**src/rtl/jogo_pkg.sv**
```systemverilog
// -----------------------------------------------------------------------------
// jogo_pkg
// Shared definitions for the battleship attack-stage turn sequencer:
//   - board geometry (5 columns x 7 rows = 35 cells)
//   - sequencer state encoding (estado_t)
//   - cell index helper idx(col, lin) = col*7 + lin, matching the packing of
//     the ship map and of the attack manager hit matrix.
// -----------------------------------------------------------------------------
package jogo_pkg;

  localparam int NUM_COLUNAS = 5;
  localparam int NUM_LINHAS  = 7;
  localparam int NUM_CELULAS = 35;

  // Saturation point of the hit counter: every cell of the board is a ship cell.
  localparam logic [5:0] MAX_ACERTOS = 6'd35;

  typedef enum logic [2:0] {
    OCIOSO   = 3'd0,
    ATAQUE   = 3'd1,
    VALIDA   = 3'd2,
    DISPARA  = 3'd3,
    ESPERA   = 3'd4,
    VERIFICA = 3'd5,
    FIM      = 3'd6
  } estado_t;

  // Flat cell index; only meaningful for col 0-4 and lin 0-6.
  function automatic logic [5:0] idx(input logic [2:0] col, input logic [2:0] lin);
    return ({3'b000, col} * 6'd7) + {3'b000, lin};
  endfunction

endpackage

```
**src/rtl/controlador_de_jogo_if.sv**
```systemverilog
// -----------------------------------------------------------------------------
// controlador_de_jogo_if
// Board I/O and attack-manager signals seen by the turn sequencer.
//   master : the sequencer (controlador_de_jogo)
//   slave  : the environment (buttons, switches, ship map, attack manager)
// Signals:
//   botao_iniciar, botao_confirmar : raw button levels, asynchronous
//   coordColuna[2:0], coordLinha[2:0] : target coordinate
//   mapa[34:0], matriz[34:0] : ship map / hit matrix, bit = col*7+linha
//   enable_ataque, confirmar_ataque : attack manager control
//   tentativas[4:0], acertos[5:0] : shot and hit counters
//   acerto, repetido, erro_coord : single-cycle shot result pulses
//   jogo_ativo, vitoria, derrota : game status levels
// -----------------------------------------------------------------------------
interface controlador_de_jogo_if;
  import jogo_pkg::*;

  logic                   botao_iniciar;
  logic                   botao_confirmar;
  logic [2:0]             coordColuna;
  logic [2:0]             coordLinha;
  logic [NUM_CELULAS-1:0] mapa;
  logic [NUM_CELULAS-1:0] matriz;
  logic                   enable_ataque;
  logic                   confirmar_ataque;
  logic [4:0]             tentativas;
  logic [5:0]             acertos;
  logic                   acerto;
  logic                   repetido;
  logic                   erro_coord;
  logic                   jogo_ativo;
  logic                   vitoria;
  logic                   derrota;

  modport master (
    input  botao_iniciar, botao_confirmar, coordColuna, coordLinha, mapa, matriz,
    output enable_ataque, confirmar_ataque, tentativas, acertos,
           acerto, repetido, erro_coord, jogo_ativo, vitoria, derrota
  );

  modport slave (
    output botao_iniciar, botao_confirmar, coordColuna, coordLinha, mapa, matriz,
    input  enable_ataque, confirmar_ataque, tentativas, acertos,
           acerto, repetido, erro_coord, jogo_ativo, vitoria, derrota
  );

endinterface

```
**src/rtl/detector_de_borda.sv**
```systemverilog
// -----------------------------------------------------------------------------
// detector_de_borda
// Conditions a raw asynchronous button level into a single-cycle event:
// two-flop synchronizer followed by a registered rising-edge detector.
// The event rises 3 clock edges after the button level rises.
// Ports:
//   i_clk    : system clock
//   i_rst    : asynchronous active-high reset
//   i_botao  : raw button level
//   o_evento : one-cycle pulse per press
// -----------------------------------------------------------------------------
module detector_de_borda (
  input  logic i_clk,
  input  logic i_rst,
  input  logic i_botao,
  output logic o_evento
);

  logic r_sync1;
  logic r_sync2;
  logic r_anterior;
  logic r_evento;

  // Synchronizer chain, previous-level flop and registered rising-edge pulse.
  always_ff @(posedge i_clk or posedge i_rst) begin
    if (i_rst) begin
      r_sync1    <= 1'b0;
      r_sync2    <= 1'b0;
      r_anterior <= 1'b0;
      r_evento   <= 1'b0;
    end else begin
      r_sync1    <= i_botao;
      r_sync2    <= r_sync1;
      r_anterior <= r_sync2;
      r_evento   <= r_sync2 & ~r_anterior;
    end
  end

  assign o_evento = r_evento;

endmodule

```
**src/rtl/controlador_de_jogo.sv**
```systemverilog
// -----------------------------------------------------------------------------
// controlador_de_jogo
// Turn sequencer for the battleship attack stage. Owns the attack manager's
// enable/confirm lines, validates each shot, tracks shot history, attempts
// and hits, and declares victory or defeat.
// Ports:
//   clock   : system clock, rising edge
//   reset   : asynchronous active-high reset
//   io_jogo : controlador_de_jogo_if.master (buttons, coordinates, map,
//             hit matrix, attack manager control and status outputs)
// Parameter:
//   MAX_TENTATIVAS : shots allowed before defeat (1-31)
// Build option:
//   CONTROLADOR_IGNORA_REPETIDO_EN defined -> a repeated cell is rejected
//   without consuming an attempt; undefined -> it is fired normally but never
//   counts as a hit.
// -----------------------------------------------------------------------------
module controlador_de_jogo #(
  parameter int MAX_TENTATIVAS = 20
) (
  input  logic                          clock,
  input  logic                          reset,
  controlador_de_jogo_if.master         io_jogo
);
  import jogo_pkg::*;

  localparam logic [4:0] LIMITE_TENTATIVAS = 5'(MAX_TENTATIVAS);

  estado_t r_estado;
  estado_t w_prox;

  logic w_ev_iniciar;
  logic w_ev_confirmar;

  // Shot datapath
  logic [2:0]             r_col;
  logic [2:0]             r_lin;
  logic                   r_tiro_repetido;
  logic [NUM_CELULAS-1:0] r_historico;
  logic [4:0]             r_tentativas;
  logic [5:0]             r_acertos;
  logic                   r_pendente;

  // Registered outputs
  logic r_enable;
  logic r_confirmar;
  logic r_acerto;
  logic r_repetido;
  logic r_erro;
  logic r_jogo_ativo;
  logic r_vitoria;
  logic r_derrota;

  // Next values of the registered outputs
  logic w_enable_nxt;
  logic w_confirmar_nxt;
  logic w_acerto_nxt;
  logic w_repetido_nxt;
  logic w_erro_nxt;
  logic w_jogo_ativo_nxt;
  logic w_vitoria_nxt;
  logic w_derrota_nxt;

  logic       w_coord_valida;
  logic [5:0] w_idx_entrada;
  logic [5:0] w_idx_tiro;
  logic       w_ja_disparado;
  logic       w_mapa_vazio;
  logic       w_mapa_completo;
  logic       w_tiro_acerta;
  logic       w_abortar;

  detector_de_borda u_borda_iniciar (
    .i_clk    (clock),
    .i_rst    (reset),
    .i_botao  (io_jogo.botao_iniciar),
    .o_evento (w_ev_iniciar)
  );

  detector_de_borda u_borda_confirmar (
    .i_clk    (clock),
    .i_rst    (reset),
    .i_botao  (io_jogo.botao_confirmar),
    .o_evento (w_ev_confirmar)
  );

  assign w_coord_valida  = (io_jogo.coordColuna < 3'(NUM_COLUNAS)) &&
                           (io_jogo.coordLinha  < 3'(NUM_LINHAS));
  assign w_idx_entrada   = idx(io_jogo.coordColuna, io_jogo.coordLinha);
  assign w_ja_disparado  = w_coord_valida && r_historico[w_idx_entrada];
  assign w_idx_tiro      = idx(r_col, r_lin);
  assign w_mapa_vazio    = (io_jogo.mapa == {NUM_CELULAS{1'b0}});
  assign w_mapa_completo = (io_jogo.matriz == io_jogo.mapa);
  // A repeated cell never scores, even when it is a ship cell.
  assign w_tiro_acerta   = io_jogo.mapa[w_idx_tiro] & ~r_tiro_repetido;
  // Abort requests raised while the shot was in flight are served here.
  assign w_abortar       = w_ev_iniciar | r_pendente;

  // State register.
  always_ff @(posedge clock or posedge reset) begin
    if (reset) begin
      r_estado <= OCIOSO;
    end else begin
      r_estado <= w_prox;
    end
  end

  // Next-state logic; iniciar always takes priority over confirmar.
  always_comb begin
    w_prox = r_estado;
    case (r_estado)
      OCIOSO: begin
        if (w_ev_iniciar) begin
          w_prox = w_mapa_vazio ? FIM : ATAQUE;
        end else begin
          w_prox = OCIOSO;
        end
      end
      ATAQUE: begin
        if (w_ev_iniciar) begin
          w_prox = OCIOSO;
        end else if (w_ev_confirmar) begin
          w_prox = VALIDA;
        end else begin
          w_prox = ATAQUE;
        end
      end
      VALIDA: begin
        if (w_ev_iniciar) begin
          w_prox = OCIOSO;
        end else if (!w_coord_valida) begin
          w_prox = ATAQUE;
`ifdef CONTROLADOR_IGNORA_REPETIDO_EN
        end else if (w_ja_disparado) begin
          w_prox = ATAQUE;
`endif
        end else begin
          w_prox = DISPARA;
        end
      end
      DISPARA: w_prox = ESPERA;
      ESPERA:  w_prox = VERIFICA;
      VERIFICA: begin
        if (w_abortar) begin
          w_prox = OCIOSO;
        end else if (w_mapa_completo) begin
          w_prox = FIM;
        end else if (r_tentativas == LIMITE_TENTATIVAS) begin
          w_prox = FIM;
        end else begin
          w_prox = ATAQUE;
        end
      end
      FIM: begin
        if (w_ev_iniciar) begin
          w_prox = OCIOSO;
        end else begin
          w_prox = FIM;
        end
      end
      default: w_prox = OCIOSO;
    endcase
  end

  // Output decode: next values of all registered outputs.
  always_comb begin
    w_enable_nxt     = (w_prox != OCIOSO);
    w_jogo_ativo_nxt = (w_prox != OCIOSO) && (w_prox != FIM);
    w_confirmar_nxt  = (w_prox == DISPARA);
    w_erro_nxt       = 1'b0;
    w_repetido_nxt   = 1'b0;
    w_acerto_nxt     = 1'b0;
    w_vitoria_nxt    = 1'b0;
    w_derrota_nxt    = 1'b0;
    case (r_estado)
      OCIOSO: begin
        // Starting with an empty map is an immediate win.
        w_vitoria_nxt = (w_prox == FIM);
      end
      VALIDA: begin
        if (!w_ev_iniciar) begin
          w_erro_nxt     = ~w_coord_valida;
          w_repetido_nxt = w_ja_disparado;
        end else begin
          w_erro_nxt     = 1'b0;
          w_repetido_nxt = 1'b0;
        end
      end
      VERIFICA: begin
        if (w_prox != OCIOSO) begin
          w_acerto_nxt  = w_tiro_acerta;
          w_vitoria_nxt = (w_prox == FIM) && w_mapa_completo;
          w_derrota_nxt = (w_prox == FIM) && !w_mapa_completo;
        end else begin
          w_acerto_nxt  = 1'b0;
          w_vitoria_nxt = 1'b0;
          w_derrota_nxt = 1'b0;
        end
      end
      FIM: begin
        if (w_prox == FIM) begin
          w_vitoria_nxt = r_vitoria;
          w_derrota_nxt = r_derrota;
        end else begin
          w_vitoria_nxt = 1'b0;
          w_derrota_nxt = 1'b0;
        end
      end
      default: begin
        w_erro_nxt = 1'b0;
      end
    endcase
  end

  // Output registers.
  always_ff @(posedge clock or posedge reset) begin
    if (reset) begin
      r_enable     <= 1'b0;
      r_confirmar  <= 1'b0;
      r_acerto     <= 1'b0;
      r_repetido   <= 1'b0;
      r_erro       <= 1'b0;
      r_jogo_ativo <= 1'b0;
      r_vitoria    <= 1'b0;
      r_derrota    <= 1'b0;
    end else begin
      r_enable     <= w_enable_nxt;
      r_confirmar  <= w_confirmar_nxt;
      r_acerto     <= w_acerto_nxt;
      r_repetido   <= w_repetido_nxt;
      r_erro       <= w_erro_nxt;
      r_jogo_ativo <= w_jogo_ativo_nxt;
      r_vitoria    <= w_vitoria_nxt;
      r_derrota    <= w_derrota_nxt;
    end
  end

  // Shot datapath: counters, history, held coordinate and pending abort.
  always_ff @(posedge clock or posedge reset) begin
    if (reset) begin
      r_col           <= 3'd0;
      r_lin           <= 3'd0;
      r_tiro_repetido <= 1'b0;
      r_historico     <= {NUM_CELULAS{1'b0}};
      r_tentativas    <= 5'd0;
      r_acertos       <= 6'd0;
      r_pendente      <= 1'b0;
    end else begin
      if ((r_estado == OCIOSO) && w_ev_iniciar) begin
        r_tentativas <= 5'd0;
        r_acertos    <= 6'd0;
        r_historico  <= {NUM_CELULAS{1'b0}};
      end
      if ((r_estado == VALIDA) && (w_prox == DISPARA)) begin
        r_col                      <= io_jogo.coordColuna;
        r_lin                      <= io_jogo.coordLinha;
        r_tiro_repetido            <= w_ja_disparado;
        r_historico[w_idx_entrada] <= 1'b1;
        if (r_tentativas != LIMITE_TENTATIVAS) begin
          r_tentativas <= r_tentativas + 5'd1;
        end
      end
      if ((r_estado == VERIFICA) && (w_prox != OCIOSO) && w_tiro_acerta &&
          (r_acertos != MAX_ACERTOS)) begin
        r_acertos <= r_acertos + 6'd1;
      end
      if (((r_estado == DISPARA) || (r_estado == ESPERA)) && w_ev_iniciar) begin
        r_pendente <= 1'b1;
      end else if ((r_estado == VERIFICA) || (r_estado == OCIOSO)) begin
        r_pendente <= 1'b0;
      end
    end
  end

  assign io_jogo.enable_ataque    = r_enable;
  assign io_jogo.confirmar_ataque = r_confirmar;
  assign io_jogo.tentativas       = r_tentativas;
  assign io_jogo.acertos          = r_acertos;
  assign io_jogo.acerto           = r_acerto;
  assign io_jogo.repetido         = r_repetido;
  assign io_jogo.erro_coord       = r_erro;
  assign io_jogo.jogo_ativo       = r_jogo_ativo;
  assign io_jogo.vitoria          = r_vitoria;
  assign io_jogo.derrota          = r_derrota;

endmodule

```
**src/flat_wrapper.sv**
```systemverilog
// flat-port wrapper written by rule: the top's interface ports become plain ports
module controlador_de_jogo_flat import jogo_pkg::*;
#(
  parameter int MAX_TENTATIVAS = 20
)
  (clock, reset, io_jogo_botao_iniciar, io_jogo_botao_confirmar, io_jogo_coordColuna, io_jogo_coordLinha, io_jogo_mapa, io_jogo_matriz, io_jogo_enable_ataque, io_jogo_confirmar_ataque, io_jogo_tentativas, io_jogo_acertos, io_jogo_acerto, io_jogo_repetido, io_jogo_erro_coord, io_jogo_jogo_ativo, io_jogo_vitoria, io_jogo_derrota);
  controlador_de_jogo_if io_jogo_i ();
  input  logic clock;
  input  logic reset;
  input wire logic [$bits(io_jogo_i.botao_iniciar)-1:0] io_jogo_botao_iniciar;
  input wire logic [$bits(io_jogo_i.botao_confirmar)-1:0] io_jogo_botao_confirmar;
  input wire logic [$bits(io_jogo_i.coordColuna)-1:0] io_jogo_coordColuna;
  input wire logic [$bits(io_jogo_i.coordLinha)-1:0] io_jogo_coordLinha;
  input wire logic [$bits(io_jogo_i.mapa)-1:0] io_jogo_mapa;
  input wire logic [$bits(io_jogo_i.matriz)-1:0] io_jogo_matriz;
  output wire logic [$bits(io_jogo_i.enable_ataque)-1:0] io_jogo_enable_ataque;
  output wire logic [$bits(io_jogo_i.confirmar_ataque)-1:0] io_jogo_confirmar_ataque;
  output wire logic [$bits(io_jogo_i.tentativas)-1:0] io_jogo_tentativas;
  output wire logic [$bits(io_jogo_i.acertos)-1:0] io_jogo_acertos;
  output wire logic [$bits(io_jogo_i.acerto)-1:0] io_jogo_acerto;
  output wire logic [$bits(io_jogo_i.repetido)-1:0] io_jogo_repetido;
  output wire logic [$bits(io_jogo_i.erro_coord)-1:0] io_jogo_erro_coord;
  output wire logic [$bits(io_jogo_i.jogo_ativo)-1:0] io_jogo_jogo_ativo;
  output wire logic [$bits(io_jogo_i.vitoria)-1:0] io_jogo_vitoria;
  output wire logic [$bits(io_jogo_i.derrota)-1:0] io_jogo_derrota;
  assign io_jogo_i.botao_iniciar = io_jogo_botao_iniciar;
  assign io_jogo_i.botao_confirmar = io_jogo_botao_confirmar;
  assign io_jogo_i.coordColuna = io_jogo_coordColuna;
  assign io_jogo_i.coordLinha = io_jogo_coordLinha;
  assign io_jogo_i.mapa = io_jogo_mapa;
  assign io_jogo_i.matriz = io_jogo_matriz;
  assign io_jogo_enable_ataque = io_jogo_i.enable_ataque;
  assign io_jogo_confirmar_ataque = io_jogo_i.confirmar_ataque;
  assign io_jogo_tentativas = io_jogo_i.tentativas;
  assign io_jogo_acertos = io_jogo_i.acertos;
  assign io_jogo_acerto = io_jogo_i.acerto;
  assign io_jogo_repetido = io_jogo_i.repetido;
  assign io_jogo_erro_coord = io_jogo_i.erro_coord;
  assign io_jogo_jogo_ativo = io_jogo_i.jogo_ativo;
  assign io_jogo_vitoria = io_jogo_i.vitoria;
  assign io_jogo_derrota = io_jogo_i.derrota;
  controlador_de_jogo #(.MAX_TENTATIVAS(MAX_TENTATIVAS)) u_core (.clock(clock), .reset(reset), .io_jogo(io_jogo_i));
endmodule
```
**config.mk**
```make
export PLATFORM = sky130hd
export DESIGN_NAME = controlador_de_jogo_flat
export DESIGN_NICKNAME = d
export VERILOG_FILES = /design/src/rtl/jogo_pkg.sv /design/src/rtl/controlador_de_jogo_if.sv /design/src/rtl/detector_de_borda.sv /design/src/rtl/controlador_de_jogo.sv /design/src/flat_wrapper.sv
export SDC_FILE = /design/constraint.sdc
export NUM_CORES = 1
export LEC_CHECK = 0
export ABC_AREA = 1
export BUFFER_PORTS_ARGS = -buffer_cell sky130_fd_sc_hd__buf_2
export CORE_AREA = 2 2 101 103
export DETAILED_ROUTE_END_ITERATION = 10
export DIE_AREA = 0 0 103 105
export HOLD_SLACK_MARGIN = 0.12
export PLACE_DENSITY_LB_ADDON = 0.3
export SYNTH_ARGS = -nofsm -noshare
export SYNTH_HDL_FRONTEND = slang
export SYNTH_SLANG_ARGS = --single-unit
```
**constraint.sdc**
```tcl
create_clock -name clock -period 2.8 [get_ports clock]
set_input_delay 0.28 -clock clock [delete_from_list [all_inputs] [get_ports clock]]
set_output_delay 0.28 -clock clock [all_outputs]
set_load 0.05 [all_outputs]
```
Word-level counts from Yosys, hierarchy flattened
Cells that the tools add are included.

Register bits after elaboration: 73. Bits of input ports: 80. Output and inout port bits: 19. Word-level logic and storage cells: 115.

Add/subtract/negate cells: 4. Multiply operators: 2. $lt $le $gt $ge: 5. Equality and inequality tests: 14. Muxes and demuxes: 37. Bitwise logic cells: 9. Reductions and logical operators: 20.

Operators by type and width (number): $mux 35 (2); $eq 35x35->1 (1); $logic_not 35->1 (1); $or 35x35->35 (1); $mux 3 (8); $pmux 3 s7 (1); $mux 5 (3); $lt 6x7->1 const B (2); $mux 1 (14); $add 6x3->6 (2); $bmux 1 s6 (2); $eq 3x3->1 const B (4); $logic_and 1x1->1 (12); $mul 3x3->6 const B (2); $mux 6 (2); $eq 3x2->1 const B (3); $add 6x1->6 const B (1); $demux 1 s6 (1); $ge 6x1->1 const B (1); $lt 3x3->1 const B (2); $ne 6x6->1 const B (1); $add 5x1->5 const B (1); $eq 5x5->1 const B (1); $ne 5x5->1 const B (1); 14 further kinds (22).

Logic depth before layout (Yosys ltp)
Gate-level depths: netlist of the first run.

Word-level depth: 10. Depth in mapped cells: 16. Depth with buffers taken out: 16.

Cells and area by module
Synthesis of the first run repeated with hierarchy kept, for this count alone.

Cells, all modules: 598. Area total of the unflattened synthesis: 4784.6 um^2.

Modules (own cells, without submodules): controlador_de_jogo (instances 1, cells each 584, area each 4556.9 um^2, seq. area each 1626.6 um^2); detector_de_borda (instances 2, cells each 7, area each 113.9 um^2, seq. area each 100.1 um^2).

Worst setup path before layout of the first run
Ideal clock, no wire load.

Path kind: reg2reg. From: register u_core.r_col[0]. To: register u_core.r_acertos[2], in the netlist u_core.io_jogo.acertos[2]. Setup time: 0.121 ns. Arrival: 2.920 ns. Required time: 2.679 ns. Setup slack: -0.240 ns. Cell stages (with the launch flop): 15. Buffers on the path: 0. Period minus slack after synthesis: 3.040 ns. Cells stage by stage: dfrtp_1 -> fa_1 -> inv_1 -> fa_1 -> fa_1 -> xnor2_1 -> inv_1 -> nand3_1 -> nand3_1 -> nand3_2 -> nand3_4 -> nor2_8 -> nand2_4 -> nand3_1 -> nand2_1.

Longest elaborated chain between the ends: 8. Elaborated cells between the ends (all ways): 9. Those cells by class: add/sub: 1; mul: 1; mux: 3; bitwise: 1; reduce/logical: 3.

RTL lines: from (decl) (line controlador_de_jogo.sv:36) `logic [2:0] r_col;`; from (signal assigned) (line controlador_de_jogo.sv:255) `r_col <= io_jogo.coordColuna;`; $mul 3x3->6 * (line jogo_pkg.sv:30) `return ({3'b000, col} * 6'd7) + {3'b000, lin};`; $add 6x3->6 * (line jogo_pkg.sv:30); $bmux 1 s6 * (line controlador_de_jogo.sv:95) `assign w_tiro_acerta = io_jogo.mapa[w_idx_tiro] & ~r_tiro_repetido;`; $mux 1 (implied by the code) * (line controlador_de_jogo.sv:95); $and 1x1->1 * (line controlador_de_jogo.sv:95); $logic_and 1x1->1 * (2 in series) (line controlador_de_jogo.sv:263) `if ((r_estado == VERIFICA) && (w_prox != OCIOSO) && w_tiro_acerta &&`; $mux 6 / $reduce_bool 2->1 (equally long branches); to (signal assigned) (line controlador_de_jogo.sv:265) `r_acertos <= r_acertos + 6'd1;`; to (decl) (line controlador_de_jogo.sv:41) `logic [5:0] r_acertos;`.

Mark *: on every way between the ends. The rest lies on a longest branch, timed or not. The select of a mux whose other input is x is not followed. A chain may end at the register's enable or synchronous reset.

Worst setup path in the final report of the first run
From: register u_core.r_col[0]. To: register u_core.r_acertos[0], in the netlist u_core.io_jogo.acertos[0].

The elaborated chain is that of the path after synthesis.

==> impl_results.md, run 1 <==
* CTS tree: done
* Portion of synthesized cell area occupied by the leading cell type at 38.3%
* Normalized max-slew margin at 40.8%
* Failing checks: setup timing
* Core area at 9640 um^2
* Power Dens Cells at 872 nW/um^2
* Result of the run: finished with violations
* Worst setup slack after layout at -273 ps
* Synthesized area per cell at 8.03 um^2
* Commonest cells after routing, fill and taps aside: 143 x nand2_1, 98 x buf_2, 73 x dfrtp_1, 62 x nand3_1, 54 x inv_1
* Number of standard cells in the final layout excluding fillers at 861
* Maximum fanout along the worst path at 6
* Total track usage at 22.9%
* Residual DRC at 0
* Slack of the worst reg-to-reg path at -270 ps
* Antenna violations before repair at 0
* Start of the worst register-to-register path: u_core.r_col[0]
* Total routed wirelength at 11800 um
* Synth Net Count at 705
* Distinct cell type count of the synthesized netlist at 41
* Cell count after placement at 842
* Transition time of the tightest slew-check pin at 888 ps
* Post-synthesis share of cell area spent on full adders, half adders and majority gates at 9.39%
* HPWL after detailed placement at between 9000 and 10000 um
* Clock sink count at between 70 and 80
* Quantity of I/O buffers inserted on ports at 98
* Total Negative Setup Slacks at -1520 ps
* End point of the worst hold path: u_core.r_lin[0]
* Number of stages on the worst hold path at 3
* Full die area at 10800 um^2
* Shortest period the worst path allows at roughly 3000 ps
* Worst reg-to-reg path cell count at 14
* Pin count of the biggest net entering global routing at 74
* Leakage power figure at between 2 and 3 nW
* GRT Residual Overflow at 0
* Antenna diode instance count at 0
* Compound-Gate Fraction of Synth Area at 9.54%
* Number of endpoints with negative hold slack in the final report at 0
* Count of final setup violators at 7
* Clock root buffer master: clkbuf_8
* Initial DRT Pass Iterations at 5
* Count of standard-cell rows at 36
* Vias in the first global route at 4278
* Fraction of final layout cells with drive strength greater than 1 at 25.7%
* Peak supply drop at 449 uV
* Data required time of the critical path at approximately 3100 ps
* Worst hold path type: in2reg
* DR vias/cell at 5.21
* Type of origin of the critical path: register
* Main combinational cell family by area after synthesis: simple AND/OR/NAND/NOR gates
* Routed length per instance at about 14 um
* Net count reported at finish at 834
* XOR/XNOR share of the synthesized area at 8.42%
* CTS max path bufs at 2
* Critical setup path kind: reg2reg
* Initial standard-cell utilization of the core at 49.5%
* Multiplexer area fraction after synthesis at 0%
* Synth area leaders: dfrtp_1 38%, nand2_1 11%, xnor2_1 7.3%
* RSZ-0062 raised after global routing: true
* Worst Clk Skew at 10.2 ps
* Area growth from synthesis to layout at 23.4%
* Sequential element share of the synthesized area at 38.3%
* Die H at 105 um
* First-pass GRT wire length at 19500 um
* Final core area utilization at 61.1%
* Achievable frequency at 0.325 GHz
* Final estimated routing congestion in global placement at 0.948
* Number of buffers added by the clock tree synthesis step at 9
* Number of synthesis warnings at 0
* Clock transition at path regs at approximately 80 ps
* Maximum Capacitance Violations at 0
* Number of storage elements in the synthesis netlist at 73
* Boundary pin count at 99
* Post-synthesis instance area at roughly 4800 um^2
* Final cycle utilization of the critical path at 110%
* Source-to-sink clock delay at the later pin of the worst-skew pair at 350 ps
* Vias post-DR at 4482
* Post-Synth Simple-Gate Area at about 27%
* Kind of end point of the critical path: register
* FILL cells at 847
* Level count of the clock H-tree at 3
* WP data arrival at 3320 ps
* Worst R2R End: u_core.io_jogo.acertos[0]
* Antenna Violating Nets Remaining at 0
* Most frequent standard cell in the layout excluding fill and tap cells: nand2_1
* Final Slew Violations at 0
* Initial drt markers at 282
* Origin of the worst min-delay path: io_jogo_coordLinha[0]
* Die outline width at 103 um
* Cell type with the largest total area after synthesis: dfrtp_1
* Instance count of the mapped netlist at roughly 590
synthesized netlist by cell type (all sizes together):
library cell    n
o21bai          1
a31oi           3
nand3          70
o211ai          1
xor2            5
nor4            8
o22a            1
a21oi           9
clkbuf          5
ha             23
o32ai           1
fa              8
a21boi          1
or2             6
nand3b          5
nand4           7
a22oi           2
nor2           37
inv            69
o22ai          19
clkinv          2
o21ai          39
nor3            8
o31ai           1
xnor2          40
nand2         145
dfrtp          73
buf             5
cell families (layout without fill, tap and decap cells):
family	Yosys count	after routing
DFF	73	73
and+or+nand+nor	286	287
buffers and inverters	81	214
xor gates and xnor gates	45	45
AOI/OAI and AO/OA	78	78
adders and majority gates	31	31
worst max-delay path by stage:
stage,start,endpoint,depth (start not counted)
floorplan,u_core.r_col[0],u_core.io_jogo.acertos[2],14
global placement,io_jogo_coordColuna[0],u_core.r_tiro_repetido,16
detailed placement,io_jogo_coordColuna[0],u_core.r_historico[14],11
CTS,u_core.r_col[0],u_core.io_jogo.acertos[0],14
global route,u_core.r_col[0],u_core.io_jogo.acertos[1],14
finish,u_core.r_col[0],u_core.io_jogo.acertos[0],14
per-layer routing:
layer  vias up  part of all wire [%]  global-route usage, %  wire (um)
met2       177                    50                   39.2       5870
met4         0                   2.7                   9.59        320
met1      2058                    41                   27.9       4850
met5         -                     0                      0          0
met3        29                   6.5                   4.15        768
li1       2218                     -                      -          -
per-stage QoR:
stage          setup WS [ps]  power (W)  cell area [um^2]  hold WS (ps)
2_1_floorplan           -137    0.00345              4790           311
3_3_place_gp            -295    0.00406              5590           334
3_5_place_dp            -341    0.00411              5590           336
4_1_cts                 -294    0.00505              5840           154
5_1_grt                 -447    0.00557              5890           167
6_report                -273    0.00513              5890           166
critical path, stage by stage, from the launching register on:
cell	delay, ps
dfrtp_1	400
fa_1	530
inv_1	50
fa_1	520
fa_2	510
inv_2	100
nand3_1	90
nand3_1	90
nand3_2	80
nand3_2	90
nand3_4	110
nor2_8	160
nand2_4	80
nand3_1	90
nand2_1	50
what timing repair did:
action,in CTS,in global routing
hold endpoints to repair,2,0
setup endpoints to repair,7,17
hold buffers,2,0
buffers inserted,0,0
pin swaps,1,2
cloned,0,1
resized for setup,0,9
cell type report:
class | instances | area (um^2) | area share [%]
Clock buffer | 10 | 138 | 2.34
Multi-Input combinational cell | 441 | 2680 | 45.5
Timing Repair Buffer | 127 | 713 | 12.1
Inverter | 71 | 274 | 4.65
Tap cell | 133 | 166 | 2.83
Clock inverter | 6 | 88.8 | 1.51
Sequential cell | 73 | 1830 | 31.0
report_power, final:
part,total [W],internal [W],switching [W]
Clock,0.000926,0.000527,0.000399
Combinational,0.00294,0.00111,0.00183
Sequential,0.00127,0.00118,0.0000920
state kept, by name, indices dropped and copies added (netlist names), 3 cells and up:
signal	cells
u_core.r_estado	3
u_core.r_col	3
u_core.r_lin	3
u_core.r_historico	35
u_core.io_jogo.acertos	6
u_core.io_jogo.tentativas	5
No activity file was read; power rests on OpenSTA's default activity.
==> run 2: changes to the inputs <==
--- a/config.mk
+++ b/config.mk
@@ -11,7 +11,8 @@
 export DETAILED_ROUTE_END_ITERATION = 10
 export DIE_AREA = 0 0 103 105
 export HOLD_SLACK_MARGIN = 0.12
-export PLACE_DENSITY_LB_ADDON = 0.3
+export PLACE_DENSITY = 0.76
 export SYNTH_ARGS = -nofsm -noshare
 export SYNTH_HDL_FRONTEND = slang
 export SYNTH_SLANG_ARGS = --single-unit
+export TNS_END_PERCENT = 50
==> constraint.sdc (replaced) <==
create_clock -name clock -period 2.6 [get_ports clock]
set_input_delay 0.26 -clock clock [delete_from_list [all_inputs] [get_ports clock]]
set_output_delay 0.26 -clock clock [all_outputs]
set_load 0.05 [all_outputs]
==> run 2 against run 1 <==
- worst hold slack lost 3.7 ps
- largest cell class unchanged
- critical path type unchanged
- the run still ends with setup timing left
- clock power grew 4.5%
- utilization grew 2.3 points
- worst setup slack lost 260 ps
- clock skew grew 7.0 ps
- die area is the same
- critical path depth grew 1
- final area grew 3.8%
- via count grew 3.3%
==> impl_results.md, run 2 (synthesized netlist as in run 1, its figures left out) <==
* Result of the run: finished with violations
* Failing checks: setup timing
* Register containing the most flip-flops in the final layout: u_core.r_historico
* Most frequent standard cell in the layout excluding fill and tap cells: nand2_1
* Residual DRC at 0
* Worst Clk Skew at 17.1 ps
* Clock sink count at 73
* Source-to-sink clock delay at the later pin of the worst-skew pair at roughly 360 ps
* Total non-filler cell area in the finished layout at a little over 6000 um^2
* Start of the worst register-to-register path: u_core.r_col[2]
* Die H at 105 um
* Boundary pin count at 99
* Total Negative Setup Slacks at -3870 ps
* Fraction of final layout cells with drive strength greater than 1 at 29.6%
* Pin count of the biggest net entering global routing at 35
* Quantity of I/O buffers inserted on ports at 98
* Die outline width at ~100 um
* Data required time of the critical path at ~2900 ps
* Full die area at 10800 um^2
* Origin of the worst min-delay path: io_jogo_coordLinha[0]
* HPWL after detailed placement at 9970 um
* Count of standard-cell rows at 36
* Maximum Capacitance Violations at 0
* Normalized max-slew margin at 67.9%
* DR vias/cell at 5.32
* Number of stages on the worst hold path at 3
* Slack of the worst reg-to-reg path at -530 ps
* GRT Residual Overflow at 0
* Kind of end point of the critical path: register
* Flip-flop count of the largest register, all copies and words added at 35
* Vias post-DR at between 4000 and 5000
* Critical setup path kind: reg2reg
* RSZ-0062 raised after global routing: true
* Total track usage at a little under a quarter
* CTS max path bufs at 2
* Type of origin of the critical path: register
* Final estimated routing congestion in global placement at 0.904
* First-pass GRT wire length at 20200 um
* Vias in the first global route at 4430
* Antenna violations before repair at 0
* Final Slew Violations at 0
* Uppermost layer routed: met4
* Achievable frequency at 0.320 GHz
* Total routed wirelength at 12900 um
* WP data arrival at roughly 3400 ps
* Leakage power figure at 3.00 nW
* Initial drt markers at 258
* Met2 wire length at about 6600 um
* Maximum fanout along the worst path at 6
* Core area at 9640 um^2
* Initial standard-cell utilization of the core at 49.5%
* Post-Place Worst Slack at -580 ps
* Worst hold path type: in2reg
* Initial DRT Pass Iterations at 6
* Placed cell areas at 5660 um^2
* Shortest period the worst path allows at 3130 ps
* End point of the worst hold path: u_core.r_lin[0]
* Worst reg-to-reg path cell count at 15
* Final cycle utilization of the critical path at 120%
* Transition time of the tightest slew-check pin at 480 ps
* Routed metal-1 wirelength at about 5000 um
* Count of final setup violators at 9
* Commonest cells after routing, fill and taps aside: 143 x nand2_1, 97 x buf_2, 73 x dfrtp_1, 51 x nand3_1, 51 x inv_1
* Antenna Violating Nets Remaining at 0
* Antenna diode instance count at 0
* Clock transition at path regs at around 90 ps
* Peak supply drop at 511 uV
* Net count reported at finish at 843
* Clock root buffer master: clkbuf_8
* Worst setup slack after layout at -528 ps
* Area growth from synthesis to layout at 28.0%
* Number of buffers added by the clock tree synthesis step at 9
* Level count of the clock H-tree at 3
* Routed length per instance at 14.9 um
* CTS tree: done
* Worst R2R End: u_core.io_jogo.acertos[4]
* Power Dens Cells at slightly below 1000 nW/um^2
* Number of endpoints with negative hold slack in the final report at 0
* Routed length on met3 at 883 um
run 2: layout make-up:
type / count / area, um^2
Fill cell: 829 / 3530
Multi-Input combinational cell: 440 / 2800
Sequential cell: 73 / 1830
Timing Repair Buffer: 137 / 817
Inverter: 71 / 279
Tap cell: 133 / 166
Clock buffer: 10 / 128
Clock inverter: 6 / 90.1
run 2: where the power goes:
group / internal [W] / switching [W]
registers: 0.00127 / 0.0000980
logic: 0.00136 / 0.00221
clock network: 0.000543 / 0.000425
total: 0.00317 / 0.00273
run 2: worst max path at each step:
stage | cells past startpoint | to | slack, ps | from
after floorplan | 14 | u_core.io_jogo.acertos[2] | -340 | u_core.r_col[0]
after global placement | 16 | u_core.r_tiro_repetido | -480 | io_jogo_coordColuna[0]
after detailed placement | 16 | u_core.r_tiro_repetido | -580 | io_jogo_coordColuna[0]
after CTS | 14 | u_core.io_jogo.acertos[5] | -470 | u_core.r_col[0]
after global routing | 15 | u_core.io_jogo.acertos[4] | -630 | u_core.r_col[2]
final | 15 | u_core.io_jogo.acertos[4] | -530 | u_core.r_col[2]
run 2: routing by layer:
layer,GRT usage [%],vias to the layer above
li1,-,2234
met1,28.1,2168
met2,41.9,198
met3,4.28,32
met4,9.02,0
met5,0,-
run 2: per-stage QoR:
| step | total power [W] | utilization, % | hold WS [ps] | std cells |
|---|---|---|---|---|
| floorplan | 0.00373 | - | 291 | 594 |
| global placement | 0.00441 | 58.7 | 307 | 848 |
| detailed placement | 0.00451 | 58.7 | 315 | 848 |
| CTS | 0.00552 | 61.9 | 150 | 868 |
| global route | 0.00633 | 63.4 | 184 | 870 |
| finish | 0.00590 | 63.4 | 163 | 870 |
run 2: critical path: stages, from the launching register on:
cell,delay (ps)
dfrtp_1,400
fa_1,550
inv_2,40
fa_2,560
fa_2,510
inv_4,120
nand3_2,80
nand3_2,60
nand3b_1,90
nand3_2,100
nand3_4,100
nor2_8,170
buf_6,130
inv_2,30
nand3_2,40
nand2_1,50
run 2: timing repair:
action,CTS,global route
hold buffers,3,0
resized for setup,10,35
setup buffers,1,3
endpoints found under the setup margin,24,30
pin swaps,4,14
gates cloned,0,0
endpoints found under the hold margin,24,0
==> run 3: changes to the inputs <==
--- a/config.mk
+++ b/config.mk
@@ -5,7 +5,6 @@
 export SDC_FILE = /design/constraint.sdc
 export NUM_CORES = 1
 export LEC_CHECK = 0
-export ABC_AREA = 1
 export BUFFER_PORTS_ARGS = -buffer_cell sky130_fd_sc_hd__buf_2
 export CORE_AREA = 2 2 101 103
 export DETAILED_ROUTE_END_ITERATION = 10
==> run 3 against run 2 <==
- the run still ends with setup timing left
- global-route usage increased by 0.29 points
- non-clock buffer count increased by 18
- worst hold slack improved by 67 ps
- final cell count down 11%
- first-iteration DRC count shrank 33%
==> impl_results.md, run 3 <==
* Cell with the largest stage delay on the worst path: fa_1
* Net count reported at finish at 748
* Instance count of the mapped netlist at 489
* Worst path bufs/invs at 2
* Final core area utilization at 65.5%
* Worst hold path type: in2reg
* Commonest register cell after synthesis: dfrtp_1
* Type of origin of the critical path: register
* Commonest cells after routing, fill and taps aside: 96 x buf_2, 73 x dfrtp_1, 57 x nand2_1, 50 x buf_4, 35 x xor2_1
* Result of the run: finished with violations
* Pin count of the biggest net entering global routing at 43
* Synth Net Count at 600
* Distinct cell type count of the synthesized netlist at 54
* Total Negative Setup Slacks at -8180 ps
* DR vias/cell at 5.53
* Maximum fanout along the worst path at 6
* HPWL after detailed placement at 9340 um
* Flip-flop count of the largest register, all copies and words added at 35
* Leakage power figure at 2.96 nW
* Routed length per instance at 15.9 um
* Data required time of the critical path at roughly 2900 ps
* Category of cells accounting for the largest share of critical-path delay: adder cells
* Post-synth top cells: 73 x dfrtp_1, 58 x nand2_1, 38 x o21ai_0, 37 x xor2_1, 29 x inv_1
* Shortest period the worst path allows at approximately 3500 ps
* Transition time of the tightest slew-check pin at 622 ps
* Critical setup path kind: reg2reg
* Post-synthesis instance area at ~4800 um^2
* Vias in the first global route at 4407
* Core area at 9640 um^2
* Async SR Flop Fraction at 100%
* Number of endpoints with negative hold slack in the final report at 0
* Antenna diode instance count at 0
* Fraction of final layout cells with drive strength greater than 1 at 37.2%
* Cell breakdown of the critical path: fa_1 > inv_1 > fa_1 > inv_2 > ha_4 > a21o_1 > a21oi_2 > xor2_1 > or4b_4 > o211ai_4 > and3_4 > mux2i_1
* GRT Residual Overflow at 0
* Number of synthesis warnings at 0
* Count of standard-cell rows at 36
* WP data arrival at between 3000 and 4000 ps
* Maximum Capacitance Violations at 0
* Normalized max-slew margin at 58.5%
* FILL cells at roughly 770
* Most frequent standard cell in the layout excluding fill and tap cells: buf_2
* Worst Clk Skew at 9.19 ps
* Placed cell areas at a little under 6000 um^2
* Initial standard-cell utilization of the core at between 40% and 50%
* Portion of synthesized cell area occupied by the leading cell type at 38.2%
* Most Frequent Cell on Critical Path: fa_1
* EDFF count, synth at 0
* Antenna Violating Nets Remaining at 0
* Number of buffers added by the clock tree synthesis step at 9
* Clock root buffer master: clkbuf_8
* Clock transition at path regs at 90 ps
* Quantity of I/O buffers inserted on ports at 98
* CTS max path bufs at 2
* Area growth from synthesis to layout at 32.1%
* Count of final setup violators at 28
* Full die area at 10800 um^2
* Final Slew Violations at 0
* First-pass GRT wire length at between 20000 and 25000 um
* Failing checks: setup timing
* Cell type with the largest total area after synthesis: dfrtp_1
* Die H at 105 um
* Initial DRT Pass Iterations at 4
* CTS tree: done
* Final cycle utilization of the critical path at 133%
* Kind of end point of the critical path: register
* Clock sink count at 73
* Total non-filler cell area in the finished layout at 6310 um^2
* Synthesized area per cell at 9.77 um^2
* Final estimated routing congestion in global placement at 0.926
* Register containing the most flip-flops in the final layout: u_core.r_historico
* Source-to-sink clock delay at the later pin of the worst-skew pair at 350 ps
* Achievable frequency at 0.289 GHz
* Die outline width at approximately 100 um
* Residual DRC at 0
* Total routed wirelength at 12300 um
* Level count of the clock H-tree at 3
* Synth area leaders: dfrtp_1 38%, xor2_1 6.8%, ha_1 6.0%
* Boundary pin count at 99
* Worst setup slack after layout at -860 ps
* RSZ-0062 raised after global routing: true
* Overall Power at around 0.007 W
* Total track usage at 24.0%
* Most numerous cell in the Yosys netlist: dfrtp_1
* Number of storage elements in the synthesis netlist at 73
* Antenna violations before repair at 0
* Longest individual stage delay on the worst path at between 500 and 600 ps
* Vias post-DR at 4289
* Initial drt markers at 172
* Sequential element share of the synthesized area at a little under two fifths
* Peak supply drop at just under 1000 uV
* Power Dens Cells at about 1100 nW/um^2
[run 3: cell types whose count changed in the layout (fill, tap and decap cells not counted), sizes merged, moves of 18 or more]
cell   delta
xor2     +33
xnor2    -34
nor2     -19
nor2b    +18
nand3    -56
nand2    -87
buf      +18
inv      -39
[run 3: path summary, 6_finish.rpt]
| check | end | startpoint | slack, ps | cells after the start |
|---|---|---|---|---|
| worst max-delay path | u_core.io_jogo.acertos[4] | u_core.r_col[1] | -860 | 12 |
| worst min-delay path | u_core.r_lin[2] | io_jogo_coordLinha[2] | 230 | 4 |
| worst min register to register | u_core.u_borda_confirmar.r_sync2 | u_core.u_borda_confirmar.r_sync1 | 360 | 0 |
| max in group asynchronous | u_core.io_jogo.confirmar_ataque | reset | 1420 | 4 |
| worst max register to register | u_core.io_jogo.acertos[4] | u_core.r_col[1] | -860 | 12 |
| min in group asynchronous | u_core.r_historico[23] | reset | 540 | 3 |
[run 3: metrics by stage]
stage | setup slack [ps] | hold slack (ps) | cells
floorplan | -892 | 291 | 489
global placement | -815 | 334 | 752
detailed placement | -906 | 338 | 752
CTS | -872 | 215 | 775
global route | -1000 | 260 | 775
finish | -860 | 229 | 775
[run 3: repair_timing]
action | 4_1_cts | 5_1_grt
setup endpoints to repair | 38 | 44
buffers inserted | 5 | 2
cloned | 0 | 0
pin swaps | 14 | 24
hold buffers | 3 | 0
resized for setup | 33 | 39
endpoints found under the hold margin | 29 | 0
[run 3: per-layer routing]
| layer | track usage (%) | wire length [um] | share of wire, % | vias up |
|---|---|---|---|---|
| met2 | 41.1 | 6330 | 51 | 124 |
| li1 | - | - | - | 2039 |
| met4 | 9.77 | 264 | 2.1 | 0 |
| met3 | 4.08 | 570 | 4.6 | 29 |
| met1 | 29.6 | 5140 | 42 | 2097 |
| met5 | 0 | 0 | 0 | - |
[run 3: power by group]
| group | switching [W] | total, W | internal, W | leakage (nW) |
|---|---|---|---|---|
| Clock | 0.000465 | 0.000919 | 0.000453 | 0.104 |
| Sequential | 0.000116 | 0.00138 | 0.00127 | 0.983 |
| Combinational | 0.00229 | 0.00473 | 0.00244 | 1.87 |
[run 3: worst register-to-register path, cell delays in order (launching register included)]
cell      delay, ps
dfrtp_1         400
fa_1            540
inv_1            50
fa_1            550
inv_2            60
ha_4            200
a21o_1          180
a21oi_2         140
xor2_1          190
or4b_4          500
o211ai_4        100
and3_4          270
mux2i_1         210
[run 3: layout make-up]
type | count | area [um^2] | share of cell area (%)
clock inverters | 7 | 78.8 | 1.25
clock buffers | 9 | 124 | 1.96
flip-flops and latches | 73 | 1830 | 28.9
inverters | 29 | 109 | 1.72
well taps | 133 | 166 | 2.64
multi-input cells | 369 | 3050 | 48.2
repair buffers | 155 | 962 | 15.2
[run 3: cell families after synthesis]
| kind of cell | synth area share [%] |
|---|---|
| multiplexers | 9.37 |
| flip-flops | 38.2 |
| AO/OA/AOI/OAI | 12.6 |
| adder cells (fa/ha/maj) | 9.37 |
| XOR/XNOR | 8.46 |
| AND/OR/NAND/NOR | 18.0 |
| buffers and inverters | 4.06 |
